File: config.mk
export PLATFORM = sky130hd
export DESIGN_NAME = multicycle_ctrl
export DESIGN_NICKNAME = d
export VERILOG_FILES = /design/src/rtl/ctrl_pkg.sv /design/src/rtl/ctrl_opdecode.sv /design/src/rtl/multicycle_ctrl.sv
export SDC_FILE = /design/constraint.sdc
export NUM_CORES = 1
export LEC_CHECK = 0
export BUFFER_PORTS_ARGS = -buffer_cell sky130_fd_sc_hd__buf_2
export CAP_MARGIN = 20
export CORE_UTILIZATION = 38
export DETAILED_ROUTE_END_ITERATION = 12
export GPL_TIMING_DRIVEN = 0
export MAX_ROUTING_LAYER = met4
export PLACE_DENSITY_LB_ADDON = 0.25
export SYNTH_ARGS = -nofsm -noshare
export SYNTH_HDL_FRONTEND = slang
export SYNTH_SLANG_ARGS = --single-unit
File: constraint.sdc
create_clock -name clk -period 1.7 [get_ports clk]
set_clock_uncertainty 0.2 [all_clocks]
set_input_delay 0.085 -clock clk [delete_from_list [all_inputs] [get_ports clk]]
set_output_delay 0.085 -clock clk [all_outputs]
set_load 0.05 [all_outputs]
File: src/rtl/ctrl_pkg.sv
// Shared definitions for the multicycle MIPS-subset controller.
// Holds the FSM state encoding, the opcode constants and the select
// encodings for the ALU operation, ALU B-source and PC source muxes.
package ctrl_pkg;

  typedef enum logic [3:0] {
    ST_FETCH    = 4'd0,
    ST_DECODE   = 4'd1,
    ST_MEM_ADDR = 4'd2,
    ST_MEM_RD   = 4'd3,
    ST_MEM_WB   = 4'd4,
    ST_MEM_WR   = 4'd5,
    ST_EXEC_R   = 4'd6,
    ST_R_WB     = 4'd7,
    ST_EXEC_I   = 4'd8,
    ST_I_WB     = 4'd9,
    ST_BRANCH   = 4'd10,
    ST_JUMP     = 4'd11,
    ST_TRAP     = 4'd12
  } state_t;

  localparam logic [5:0] OP_RTYPE = 6'h00;
  localparam logic [5:0] OP_LW    = 6'h23;
  localparam logic [5:0] OP_SW    = 6'h2B;
  localparam logic [5:0] OP_BEQ   = 6'h04;
  localparam logic [5:0] OP_BNE   = 6'h05;
  localparam logic [5:0] OP_J     = 6'h02;
  localparam logic [5:0] OP_ADDI  = 6'h08;
  localparam logic [5:0] OP_SLTI  = 6'h0A;
  localparam logic [5:0] OP_ANDI  = 6'h0C;
  localparam logic [5:0] OP_ORI   = 6'h0D;

  localparam logic [1:0] ALU_ADD   = 2'd0;
  localparam logic [1:0] ALU_SUB   = 2'd1;
  localparam logic [1:0] ALU_FUNCT = 2'd2;
  localparam logic [1:0] ALU_IMM   = 2'd3;

  localparam logic [1:0] SRC_B_RT       = 2'd0;
  localparam logic [1:0] SRC_B_FOUR     = 2'd1;
  localparam logic [1:0] SRC_B_IMM      = 2'd2;
  localparam logic [1:0] SRC_B_IMM_SHL2 = 2'd3;

  localparam logic [1:0] PC_SRC_ALU    = 2'd0;
  localparam logic [1:0] PC_SRC_ALUOUT = 2'd1;
  localparam logic [1:0] PC_SRC_JUMP   = 2'd2;

endpackage

File: src/rtl/ctrl_opdecode.sv
// Combinational opcode classifier for the multicycle controller.
// Ports:
//   opcode       in  6  IR[31:26]
//   is_rtype     out    R-type ALU instruction
//   is_load      out    lw
//   is_store     out    sw
//   is_branch    out    beq or bne
//   is_bne       out    bne (branch taken on not-zero)
//   is_jump      out    j
//   is_imm_alu   out    addi / slti / andi / ori
//   imm_zero_ext out    immediate must be zero extended (andi / ori)
//   illegal      out    none of the above
module ctrl_opdecode
  import ctrl_pkg::*;
(
  input  logic [5:0] opcode,
  output logic       is_rtype,
  output logic       is_load,
  output logic       is_store,
  output logic       is_branch,
  output logic       is_bne,
  output logic       is_jump,
  output logic       is_imm_alu,
  output logic       imm_zero_ext,
  output logic       illegal
);

  assign is_rtype     = (opcode == OP_RTYPE);
  assign is_load      = (opcode == OP_LW);
  assign is_store     = (opcode == OP_SW);
  assign is_bne       = (opcode == OP_BNE);
  assign is_branch    = (opcode == OP_BEQ) || is_bne;
  assign is_jump      = (opcode == OP_J);
  assign imm_zero_ext = (opcode == OP_ANDI) || (opcode == OP_ORI);
  assign is_imm_alu   = (opcode == OP_ADDI) || (opcode == OP_SLTI) || imm_zero_ext;
  assign illegal      = !(is_rtype || is_load || is_store || is_branch ||
                          is_jump || is_imm_alu);

endmodule

File: src/rtl/multicycle_ctrl.sv
// Multicycle control FSM for the 32-bit MIPS-subset datapath.
// Sequences fetch/decode/execute/memory/write-back and drives every
// datapath select and enable. Stalls on mem_ready, traps on bad opcodes.
//
// state     | meaning
// ----------+-----------------------------------------------
// FETCH     | read instruction at PC, PC <= PC+4 on mem_ready
// DECODE    | dispatch on opcode, precompute branch target
// MEM_ADDR  | ALUOut <= rs + sign_ext(imm)
// MEM_RD    | load data read, hold until mem_ready
// MEM_WB    | rt <= MDR
// MEM_WR    | store data write, hold until mem_ready
// EXEC_R    | ALU on rs, rt with funct-decoded operation
// R_WB      | rd <= ALUOut
// EXEC_I    | ALU on rs, extended immediate
// I_WB      | rt <= ALUOut
// BRANCH    | compare rs, rt; load PC from ALUOut when taken
// JUMP      | load PC with jump target
// TRAP      | unsupported opcode, halted until reset
//
// Ports:
//   clk, rst_n            clock, async active-low reset
//   opcode, funct         IR fields (funct goes straight to ALU control)
//   zero, mem_ready       ALU zero flag, memory access completion
//   pc_write .. pc_src    datapath enables, strobes and mux selects
//   halted, state_dbg     trap indication, current state encoding
module multicycle_ctrl
  import ctrl_pkg::*;
#(
  parameter logic RESET_PC_SEL = 1'b0
) (
  input  logic       clk,
  input  logic       rst_n,
  input  logic [5:0] opcode,
  input  logic [5:0] funct,
  input  logic       zero,
  input  logic       mem_ready,
  output logic       pc_write,
  output logic       ir_write,
  output logic       iord,
  output logic       mem_read,
  output logic       mem_write,
  output logic       reg_write,
  output logic       reg_dst,
  output logic       mem_to_reg,
  output logic       alu_src_a,
  output logic [1:0] alu_src_b,
  output logic [1:0] alu_op,
  output logic       ext_sel,
  output logic [1:0] pc_src,
  output logic       halted,
  output logic [3:0] state_dbg
);

  state_t state, state_nxt;
  logic is_rtype, is_load, is_store, is_branch, is_bne, is_jump;
  logic is_imm_alu, imm_zero_ext, illegal;

  // funct is decoded by the ALU control block, not here.
  logic unused_funct;
  assign unused_funct = ^funct;

  ctrl_opdecode u_opdecode (
    .opcode       (opcode),
    .is_rtype     (is_rtype),
    .is_load      (is_load),
    .is_store     (is_store),
    .is_branch    (is_branch),
    .is_bne       (is_bne),
    .is_jump      (is_jump),
    .is_imm_alu   (is_imm_alu),
    .imm_zero_ext (imm_zero_ext),
    .illegal      (illegal)
  );

  always_ff @(posedge clk or negedge rst_n) begin
    if (!rst_n) state <= ST_FETCH;
    else        state <= state_nxt;
  end

  always_comb begin
    state_nxt = state;
    case (state)
      ST_FETCH:    if (mem_ready) state_nxt = ST_DECODE;
      ST_DECODE: begin
        if (illegal)                   state_nxt = ST_TRAP;
        else if (is_rtype)             state_nxt = ST_EXEC_R;
        else if (is_load || is_store)  state_nxt = ST_MEM_ADDR;
        else if (is_branch)            state_nxt = ST_BRANCH;
        else if (is_jump)              state_nxt = ST_JUMP;
        else if (is_imm_alu)           state_nxt = ST_EXEC_I;
        else                           state_nxt = ST_TRAP;
      end
      ST_MEM_ADDR: state_nxt = is_store ? ST_MEM_WR : ST_MEM_RD;
      ST_MEM_RD:   if (mem_ready) state_nxt = ST_MEM_WB;
      ST_MEM_WB:   state_nxt = ST_FETCH;
      ST_MEM_WR:   if (mem_ready) state_nxt = ST_FETCH;
      ST_EXEC_R:   state_nxt = ST_R_WB;
      ST_R_WB:     state_nxt = ST_FETCH;
      ST_EXEC_I:   state_nxt = ST_I_WB;
      ST_I_WB:     state_nxt = ST_FETCH;
      ST_BRANCH:   state_nxt = ST_FETCH;
      ST_JUMP:     state_nxt = ST_FETCH;
      ST_TRAP:     state_nxt = ST_TRAP;
      default:     state_nxt = ST_TRAP;
    endcase
  end

  always_comb begin
    pc_write   = 1'b0;
    ir_write   = 1'b0;
    iord       = 1'b0;
    mem_read   = 1'b0;
    mem_write  = 1'b0;
    reg_write  = 1'b0;
    reg_dst    = 1'b0;
    mem_to_reg = 1'b0;
    alu_src_a  = 1'b0;
    alu_src_b  = SRC_B_RT;
    alu_op     = ALU_ADD;
    ext_sel    = 1'b0;
    pc_src     = PC_SRC_ALU;
    halted     = 1'b0;
    case (state)
      ST_FETCH: begin
        mem_read  = 1'b1;
        alu_src_b = SRC_B_FOUR;
        // IR and PC load only on the cycle the fetch completes.
        ir_write  = mem_ready;
        pc_write  = mem_ready;
      end
      ST_DECODE: begin
        alu_src_b = SRC_B_IMM_SHL2;
        ext_sel   = 1'b1;
      end
      ST_MEM_ADDR: begin
        alu_src_a = 1'b1;
        alu_src_b = SRC_B_IMM;
        ext_sel   = 1'b1;
      end
      ST_MEM_RD: begin
        iord     = 1'b1;
        mem_read = 1'b1;
      end
      ST_MEM_WB: begin
        reg_write  = 1'b1;
        mem_to_reg = 1'b1;
      end
      ST_MEM_WR: begin
        iord      = 1'b1;
        mem_write = 1'b1;
      end
      ST_EXEC_R: begin
        alu_src_a = 1'b1;
        alu_op    = ALU_FUNCT;
      end
      ST_R_WB: begin
        reg_write = 1'b1;
        reg_dst   = 1'b1;
      end
      ST_EXEC_I: begin
        alu_src_a = 1'b1;
        alu_src_b = SRC_B_IMM;
        alu_op    = ALU_IMM;
        ext_sel   = ~imm_zero_ext;
      end
      ST_I_WB: reg_write = 1'b1;
      ST_BRANCH: begin
        alu_src_a = 1'b1;
        alu_op    = ALU_SUB;
        pc_src    = PC_SRC_ALUOUT;
        pc_write  = is_bne ? ~zero : zero;
      end
      ST_JUMP: begin
        pc_src   = PC_SRC_JUMP;
        pc_write = 1'b1;
      end
      ST_TRAP: halted = 1'b1;
      default: ;
    endcase
    // Reset gates the decode directly so an in-flight strobe drops the
    // moment rst_n falls, without waiting for a clock edge.
    if (!rst_n) begin
      pc_write   = 1'b0;
      ir_write   = 1'b0;
      iord       = 1'b0;
      mem_read   = 1'b0;
      mem_write  = 1'b0;
      reg_write  = 1'b0;
      reg_dst    = 1'b0;
      mem_to_reg = 1'b0;
      alu_src_a  = 1'b0;
      alu_src_b  = SRC_B_RT;
      alu_op     = ALU_ADD;
      ext_sel    = 1'b0;
      pc_src     = {1'b0, RESET_PC_SEL};
      halted     = 1'b0;
    end
  end

  assign state_dbg = state;

endmodule

==> impl_metrics.ini, run 1 <==
[outcome]
outcome = stopped before the end
failed_stage = global routing
flow.first_error = [ERROR DPL-0038] Utilization greater than 100%, impossible to legalize

[yosys]
post_synth_and_or_nand_nor_area_fraction_pct = 44.49
muxShareOfSynthArea_pct = 1.603
largest_family_of_logic_cells_by_synthesized_area = simple AND/OR/NAND/NOR gates
synth-compound-area-share_pct = 25.85
yosys.area_share.xor_xnor_pct = 4.208
async_reset_ff_share_pct = 100.0
synth_warnings = 0
syn_avg_cell_area_sq_um = 6.713
synth-edff-count = 0
syn_inst = 93
postSynth.topFlopCell = sky130_fd_sc_hd__dfrtp_1
synth-seq-cells = 4
post_synthesis_instance_area_sq_um = 624.3
fraction_of_the_yosys_area_taken_by_sequential_cells_pct = 16.03
synthesis.nets = 109
yosys.cell_types.count = 34
synth_adder_area_share_pct = 0

[cts]
cts_buffer_depth = 2
cts_inserted_buffers = 3
cts_root_buf = sky130_fd_sc_hd__clkbuf_4
cts_sinks = 4
htree_levels = 1

[floorplan]
num_io_pins = 37
placementRows = 14
chipHeight_um = 42.54
initial_utilization_pct = 40.97
dieWidth_um = 42.54

[place]
post_detailed_placement_half_perimeter_wirelength_mm = 1.447
placedInstanceArea_sq_um = 991.0
place.gp.congestion = 0.8285
io_buffers = 29

[timing]
worst-endpoint-pin-kind = output port
worstEndpointGrtRepair = pc_write

[global_route]
grt_max_degree = 11
## cells by family after synthesis
group,after synthesis
AOI/OAI and AO/OA,24
DFF,4
buffers and inverters,11
xor gates and xnor gates,3
and+or+nand+nor,50
muxes,1
## cell usage after synthesis, types with 2 or more instances
library cell / number / area share, %
sky130_fd_sc_hd__a21oi_1: 7 / 5.6
sky130_fd_sc_hd__a31oi_1: 2 / 2.0
sky130_fd_sc_hd__clkbuf_1: 6 / 3.6
sky130_fd_sc_hd__dfrtp_1: 4 / 16
sky130_fd_sc_hd__inv_1: 4 / 2.4
sky130_fd_sc_hd__nand2_1: 7 / 4.2
sky130_fd_sc_hd__nand2b_1: 4 / 4.0
sky130_fd_sc_hd__nand3_1: 3 / 2.4
sky130_fd_sc_hd__nor2_1: 11 / 6.6
sky130_fd_sc_hd__nor2b_1: 3 / 3.0
sky130_fd_sc_hd__nor3_1: 9 / 7.2
sky130_fd_sc_hd__nor3b_1: 5 / 6.0
sky130_fd_sc_hd__o21ai_0: 5 / 4.0
sky130_fd_sc_hd__or3_1: 2 / 2.0
sky130_fd_sc_hd__xnor2_1: 2 / 2.8
## stage by stage
| step | hold slack (ns) | std cells | setup WS, ns | TNS [ns] |
|---|---|---|---|---|
| after detailed placement | -0.2313 | 138 | -0.2828 | -0.9619 |
| after floorplan | -0.4106 | 93 | -0.3355 | -2.220 |
| after CTS | 0.02259 | 151 | -0.2203 | -1.527 |
| after global placement | -0.2334 | 138 | -0.2725 | -0.9341 |
## timing repair
| item | CTS |
|---|---|
| setup buffers | 11 |
| hold buffers | 1 |
| endpoints found under the setup margin | 17 |
| cloned | 0 |
| resized for setup | 60 |
| hold endpoints to repair | 4 |
| pin swaps | 8 |
==> run 2: changes to the inputs <==
- CORE_AREA: not set -> 2 2 63 65
- CORE_UTILIZATION: 38 -> not set
- DIE_AREA: not set -> 0 0 65 67
- MAX_ROUTING_LAYER: met4 -> not set
- PLACE_DENSITY_LB_ADDON: 0.25 -> 0.15
- clock period: 1.7 -> 2.2 ns (I/O delays scaled with it)
==> impl_metrics.ini, run 2 <==
[floorplan]
fp.coreArea_sq_um = 3606
num_io_pins = 37
dieWidth_um = 65
fp.dieArea_sq_um = 4355
initial_utilization_pct = 17.31
chipHeight_um = 67
placementRows = 22

[cts]
clk-insertion-delay-late_ns = 0.22
cts_root_buf = sky130_fd_sc_hd__clkbuf_8
post-cts-setup-buffers = 0
cts_inserted_buffers = 3
cts_sinks = 4
tritoncts = yes
cts_buffer_depth = 2
path_clk_slew_ns = 0.03
htree_levels = 1

[yosys]
synth.cells.most_frequent = sky130_fd_sc_hd__nor2_1, sky130_fd_sc_hd__nor3_1, sky130_fd_sc_hd__a21oi_1, sky130_fd_sc_hd__nand2_1, sky130_fd_sc_hd__clkbuf_1
yosys-top-cells-area = sky130_fd_sc_hd__dfrtp_1, sky130_fd_sc_hd__nor3_1, sky130_fd_sc_hd__nor2_1
post_synthesis_instance_area_sq_um = 624.3
synth_warnings = 0
yosys.cell_types.count = 34
syn_inst = 93
synth-edff-count = 0
synth_most_common_cell = sky130_fd_sc_hd__nor2_1
synthesis.nets = 109
synth_top_area_cell = sky130_fd_sc_hd__dfrtp_1
syn_avg_cell_area_sq_um = 6.713
fraction_of_the_yosys_area_taken_by_sequential_cells_pct = 16.03
postSynth.topFlopCell = sky130_fd_sc_hd__dfrtp_1
synth-seq-cells = 4
async_reset_ff_share_pct = 100.0
synth_top_cell_area_share_pct = 16.03

[outcome]
outcome = finished clean

[cells_and_area]
filler_cell_count = 416
multi_input_area_sq_um = 586.8
sequential_cell_area_sq_um = 101.3
most-common-layout-cells = sky130_fd_sc_hd__buf_2, sky130_fd_sc_hd__nand2_1, sky130_fd_sc_hd__a21oi_1, sky130_fd_sc_hd__nor2_1
largest_reg_flops = 4
layout.core_utilization_pct = 27.76
syn_to_final_growth_pct = 60.32
most_common_library_cell_in_the_layout_ignoring_fill_and_taps = sky130_fd_sc_hd__buf_2
fraction_of_final_layout_cells_with_drive_strength_greater_than_1_pct = 46.40
finalNetCount = 142
n_antenna_cell = 0

[timing]
max_freq_mhz = 476.8
setup_violations = 0
worst-slew-pin-transition_ns = 0.3829
final_critical_path_setup_slack_ns = 0.1027
worst_max_slew_margin_expressed_relative_to_the_limit_pct = 74.47
layout_min_cycle_time_ns = 2.097
rsz_0062_raised_after_global_routing = no
min_period_over_period_pct = 95.33
max_slew_violations = 0
timing_hold_violations_final = 0

[worst_setup_path]
crit_buf_inv = 2
critical-path-slowest-cell = sky130_fd_sc_hd__dfrtp_1
crit_arrival_ns = 1.79
critical_path_class = flip-flop to primary output
path_delay_family = buffers and inverters
max_stage_delay_ns = 0.50
setup.worst_path.end_class = primary output
timing.critical_path.from_type = flip-flop
crit_path_cell_trace = clkbuf_2 -> nand2b_2 -> nor3_2 -> buf_2
timing.critical_path.required_ns = 1.89
worstPathMaxFanout = 10

[drt]
via_count = 793
drt-initial-drc-count = 32
route.detailed.vias_per_inst = 4.584
detail_route.wl_per_cell_um = 12.91
drt_first_pass_iters = 4
drc = 0
wirelength_mm = 2.233
route.antenna.remaining_nets = 0

[place]
preCtsSetupSlack_ns = -0.08978
post_detailed_placement_half_perimeter_wirelength_mm = 1.744
io_buffers = 29
place.gp.congestion = 0.7513

[global_route]
antenna_found_initial = 0
grt_pass1_vias = 733
grt_max_degree = 19
grt_pass1_wl_mm = 3.553
overflow = 0
groute.usage.overall_pct = 10.82

[power_and_ir_drop]
cellPowerDensity_nw_per_um2 = 282.1
worst_ir_drop_vdd_mv = 0.2430
leakage_nw = 0.3947

[worst_hold_path]
min_path_type = input port to asynchronous set/reset pin

[run]
timing.max_cap.violations = 0
run 2: final cells by class:
cell class	instances	share of cell area, %
multi-input cells	78	58.63
repair buffers	30	16.25
inverters	4	1.500
plain buffers	5	3.000
well taps	48	6.000
clock buffers	4	4.500
flip-flops and latches	4	10.12
run 2: path summary, 6_finish.rpt:
path | end | cells past startpoint | from | slack [ns]
worst max-delay path | pc_src[1] | 4 | state_dbg[2]$_DFFE_PN0P_ | 0.10
max in group asynchronous | state_dbg[3]$_DFFE_PN0P_ | 2 | rst_n | 1.51
worst min-delay path | state_dbg[2]$_DFFE_PN0P_ | 2 | rst_n | 0.08
worst min register to register | state_dbg[1]$_DFFE_PN0P_ | 2 | state_dbg[3]$_DFFE_PN0P_ | 0.52
worst max register to register | state_dbg[0]$_DFFE_PN0P_ | 4 | state_dbg[1]$_DFFE_PN0P_ | 0.18
min in group clk | state_dbg[2]$_DFFE_PN0P_ | 3 | opcode[4] | 0.09
run 2: layer usage:
layer / part of all wire (%) / vias up / GRT usage, %
met5: 0 / - / 0
met4: 0 / 0 / 2.394
met3: 4.9 / 0 / 2.534
met2: 43 / 24 / 16.75
met1: 52 / 361 / 15.11
li1: - / 408 / -
run 2: logic make-up (layout without fill, tap and decap cells):
| family | after synthesis | count (layout) | synth area share (%) |
|---|---|---|---|
| muxes | 1 | 1 | 1.603 |
| DFF | 4 | 4 | 16.03 |
| AOI/OAI and AO/OA | 24 | 24 | 25.85 |
| buffers and inverters | 11 | 43 | 7.815 |
| and+or+nand+nor | 50 | 50 | 44.49 |
| xor gates and xnor gates | 3 | 3 | 4.209 |
run 2: metrics by stage:
stage                     hold WS [ns]  power, mW  cells  TNS [ns]  cell area (sq um)
final                          0.08453     0.2823    173         0               1001
after global routing            0.1148     0.3015    173         0               1001
after CTS                      0.08109     0.2858    174         0              979.7
after detailed placement       -0.2272     0.1157    170  -0.08978              912.1
after global placement         -0.2256     0.1150    170  -0.07479              912.1
after floorplan                -0.3856    0.09563     93   -0.9028              706.9
run 2: timing repair:
item / in CTS / in global routing
setup endpoints to repair: 8 / 10
hold buffers: 1 / 0
endpoints found under the hold margin: 4 / 0
pin swaps: 0 / 0
resized for setup: 7 / 5
cloned: 0 / 0
run 2: power by group:
part / total (mW) / switching, mW / internal [mW] / leakage [nW]
Combinational: 0.0443 / 0.0280 / 0.0163 / 0.327
Sequential: 0.0741 / 0 / 0.0741 / 0.0451
Clock: 0.164 / 0.0401 / 0.124 / 0.0228
Note: power is estimated with default switching activity, not from simulation.
==> run 3: changes to the inputs <==
==> constraint.sdc (replaced) <==
create_clock -name clk -period 2.2 [get_ports clk]
set_clock_uncertainty 0.2 [all_clocks]
set_input_delay 0.44 -clock clk [delete_from_list [all_inputs] [get_ports clk]]
set_output_delay 0.44 -clock clk [all_outputs]
set_load 0.05 [all_outputs]
==> impl_metrics.ini, run 3 (same netlist as run 2, synthesis figures left out) <==
[place]
placedInstanceArea_sq_um = 1066
post_detailed_placement_half_perimeter_wirelength_mm = 1.788
place.gp.congestion = 0.7412
io_buffers = 29

[outcome]
outcome = finished, violations left
violated_checks = negative setup slack

[drt]
drt_first_pass_iters = 4
route.detailed.vias_per_inst = 4.668
wirelength_mm = 2.421
detail_route.wl_per_cell_um = 13.16
drc = 0
via_count = 859
drt-initial-drc-count = 18
route.antenna.remaining_nets = 0

[cells_and_area]
largest_reg_flops = 4
n_antenna_cell = 0
syn_to_final_growth_pct = 115.2
layout.cell_area.non_filler_sq_um = 1344
finalNetCount = 154
most_common_library_cell_in_the_layout_ignoring_fill_and_taps = sky130_fd_sc_hd__buf_4
fraction_of_final_layout_cells_with_drive_strength_greater_than_1_pct = 64.71
most-common-layout-cells = sky130_fd_sc_hd__buf_4, sky130_fd_sc_hd__buf_2, sky130_fd_sc_hd__nor3_4
layout.core_utilization_pct = 37.27

[global_route]
grt_max_degree = 11
overflow = 0
grt_pass1_wl_mm = 3.795
antenna_found_initial = 0
groute.usage.overall_pct = 11.32
grt_pass1_vias = 800

[power_and_ir_drop]
cellPowerDensity_nw_per_um2 = 210.6
leakage_nw = 0.5525
worst_ir_drop_vdd_mv = 0.2797

[timing]
worst_max_slew_margin_expressed_relative_to_the_limit_pct = 71.53
layout_min_cycle_time_ns = 2.315
timing_hold_violations_final = 0
max_slew_violations = 0
rsz_0062_raised_after_global_routing = yes
max_freq_mhz = 431.9
worst-slew-pin-transition_ns = 0.4262
setup_violations = 2
min_period_over_period_pct = 105.2
final_critical_path_setup_slack_ns = -0.1151

[cts]
tritoncts = yes
cts_buffer_depth = 2
cts_inserted_buffers = 3
cts_sinks = 4
path_clk_slew_ns = 0.03
clk-insertion-delay-late_ns = 0.21
htree_levels = 1
cts_root_buf = sky130_fd_sc_hd__clkbuf_8

[floorplan]
fp.coreArea_sq_um = 3606
initial_utilization_pct = 17.31
fp.dieArea_sq_um = 4355
placementRows = 22
chipHeight_um = 67
dieWidth_um = 65
num_io_pins = 37

[worst_hold_path]
hold_end = state_dbg[3]$_DFFE_PN0P_
hold_path_startpoint = opcode[4]
hold-path-cell-count = 3
min_path_type = input port to flip-flop

[worst_setup_path]
worstPathMaxFanout = 2
setup.worst_path.end_class = primary output
register_to_register_path_depth = 4
timing.critical_path.from_type = input port
crit_arrival_ns = 1.68
path_delay_family = simple AND/OR/NAND/NOR gates
max_stage_delay_ns = 0.39
timing.critical_path.required_ns = 1.56
r2r-start = state_dbg[2]$_DFFE_PN0P_
r2r-end = state_dbg[0]$_DFFE_PN0P_
critical-path-slowest-cell = sky130_fd_sc_hd__or3_4
reg2reg_setup_slack_ns = 0.15
critical_path_class = input port to primary output
crit_buf_inv = 2
crit_path_cell_trace = buf_8 -> or3_4 -> nor3_4 -> xnor2_2 -> a221oi_4 -> buf_6

[run]
timing.max_cap.violations = 0
## run 3: power by group
group          total (mW)  switching (mW)  leakage [nW]  internal, mW
Combinational      0.0579          0.0330         0.489        0.0250
Sequential         0.0741               0        0.0415        0.0741
Clock               0.151          0.0347        0.0216         0.116
## run 3: metrics by stage
step	setup TNS (ns)	setup WS, ns	total power, mW	instances	hold slack (ns)
after floorplan	-0.1940	-0.09464	0.1000	93	-0.05559
after global placement	-0.5649	-0.2657	0.1206	170	0.1270
after detailed placement	-0.6142	-0.2711	0.1216	170	0.1267
after CTS	-0.3052	-0.1039	0.2877	178	0.3489
after global routing	-0.4049	-0.1702	0.3023	184	0.3719
final	-0.1689	-0.1151	0.2830	184	0.3480
## run 3: how the worst max path moves through the flow
stage / slack (ns) / end / startpoint / cells after the start
floorplan: -0.09 / pc_write / opcode[3] / 4
global placement: -0.27 / pc_write / opcode[3] / 6
detailed placement: -0.27 / pc_write / opcode[3] / 6
CTS: -0.10 / pc_write / opcode[3] / 6
global route: -0.17 / pc_write / opcode[4] / 6
finish: -0.12 / pc_write / opcode[3] / 6
## run 3: timing repair
| action | in CTS | in global routing |
|---|---|---|
| hold endpoints to repair | 4 | 0 |
| pin swaps | 3 | 3 |
| buffers inserted | 5 | 6 |
| hold buffers | 1 | 0 |
| resized for setup | 28 | 13 |
| endpoints found under the setup margin | 15 | 13 |
## run 3: final cells by class
type / instances / area (sq um)
Fill cell: 387 / 2262
Multi-Input combinational cell: 78 / 724.4
Timing Repair Buffer: 41 / 302.8
Sequential cell: 4 / 105.1
Buffer: 6 / 95.09
Tap cell: 48 / 60.06
Clock buffer: 3 / 41.29
Inverter: 4 / 15.01
## run 3: worst min-delay path, cell delays in order
cell,delay (ns)
sky130_fd_sc_hd__buf_8,0.09
sky130_fd_sc_hd__a211oi_1,0.05
sky130_fd_sc_hd__o21ai_0,0.14
## run 3: metal layers
| layer | vias up | global-route usage (%) | wire [um] |
|---|---|---|---|
| met2 | 27 | 18.81 | 1147 |
| met5 | - | 0 | 0 |
| met1 | 398 | 14.72 | 1102 |
| met4 | 0 | 2.394 | 19 |
| li1 | 432 | - | - |
| met3 | 2 | 2.872 | 151 |
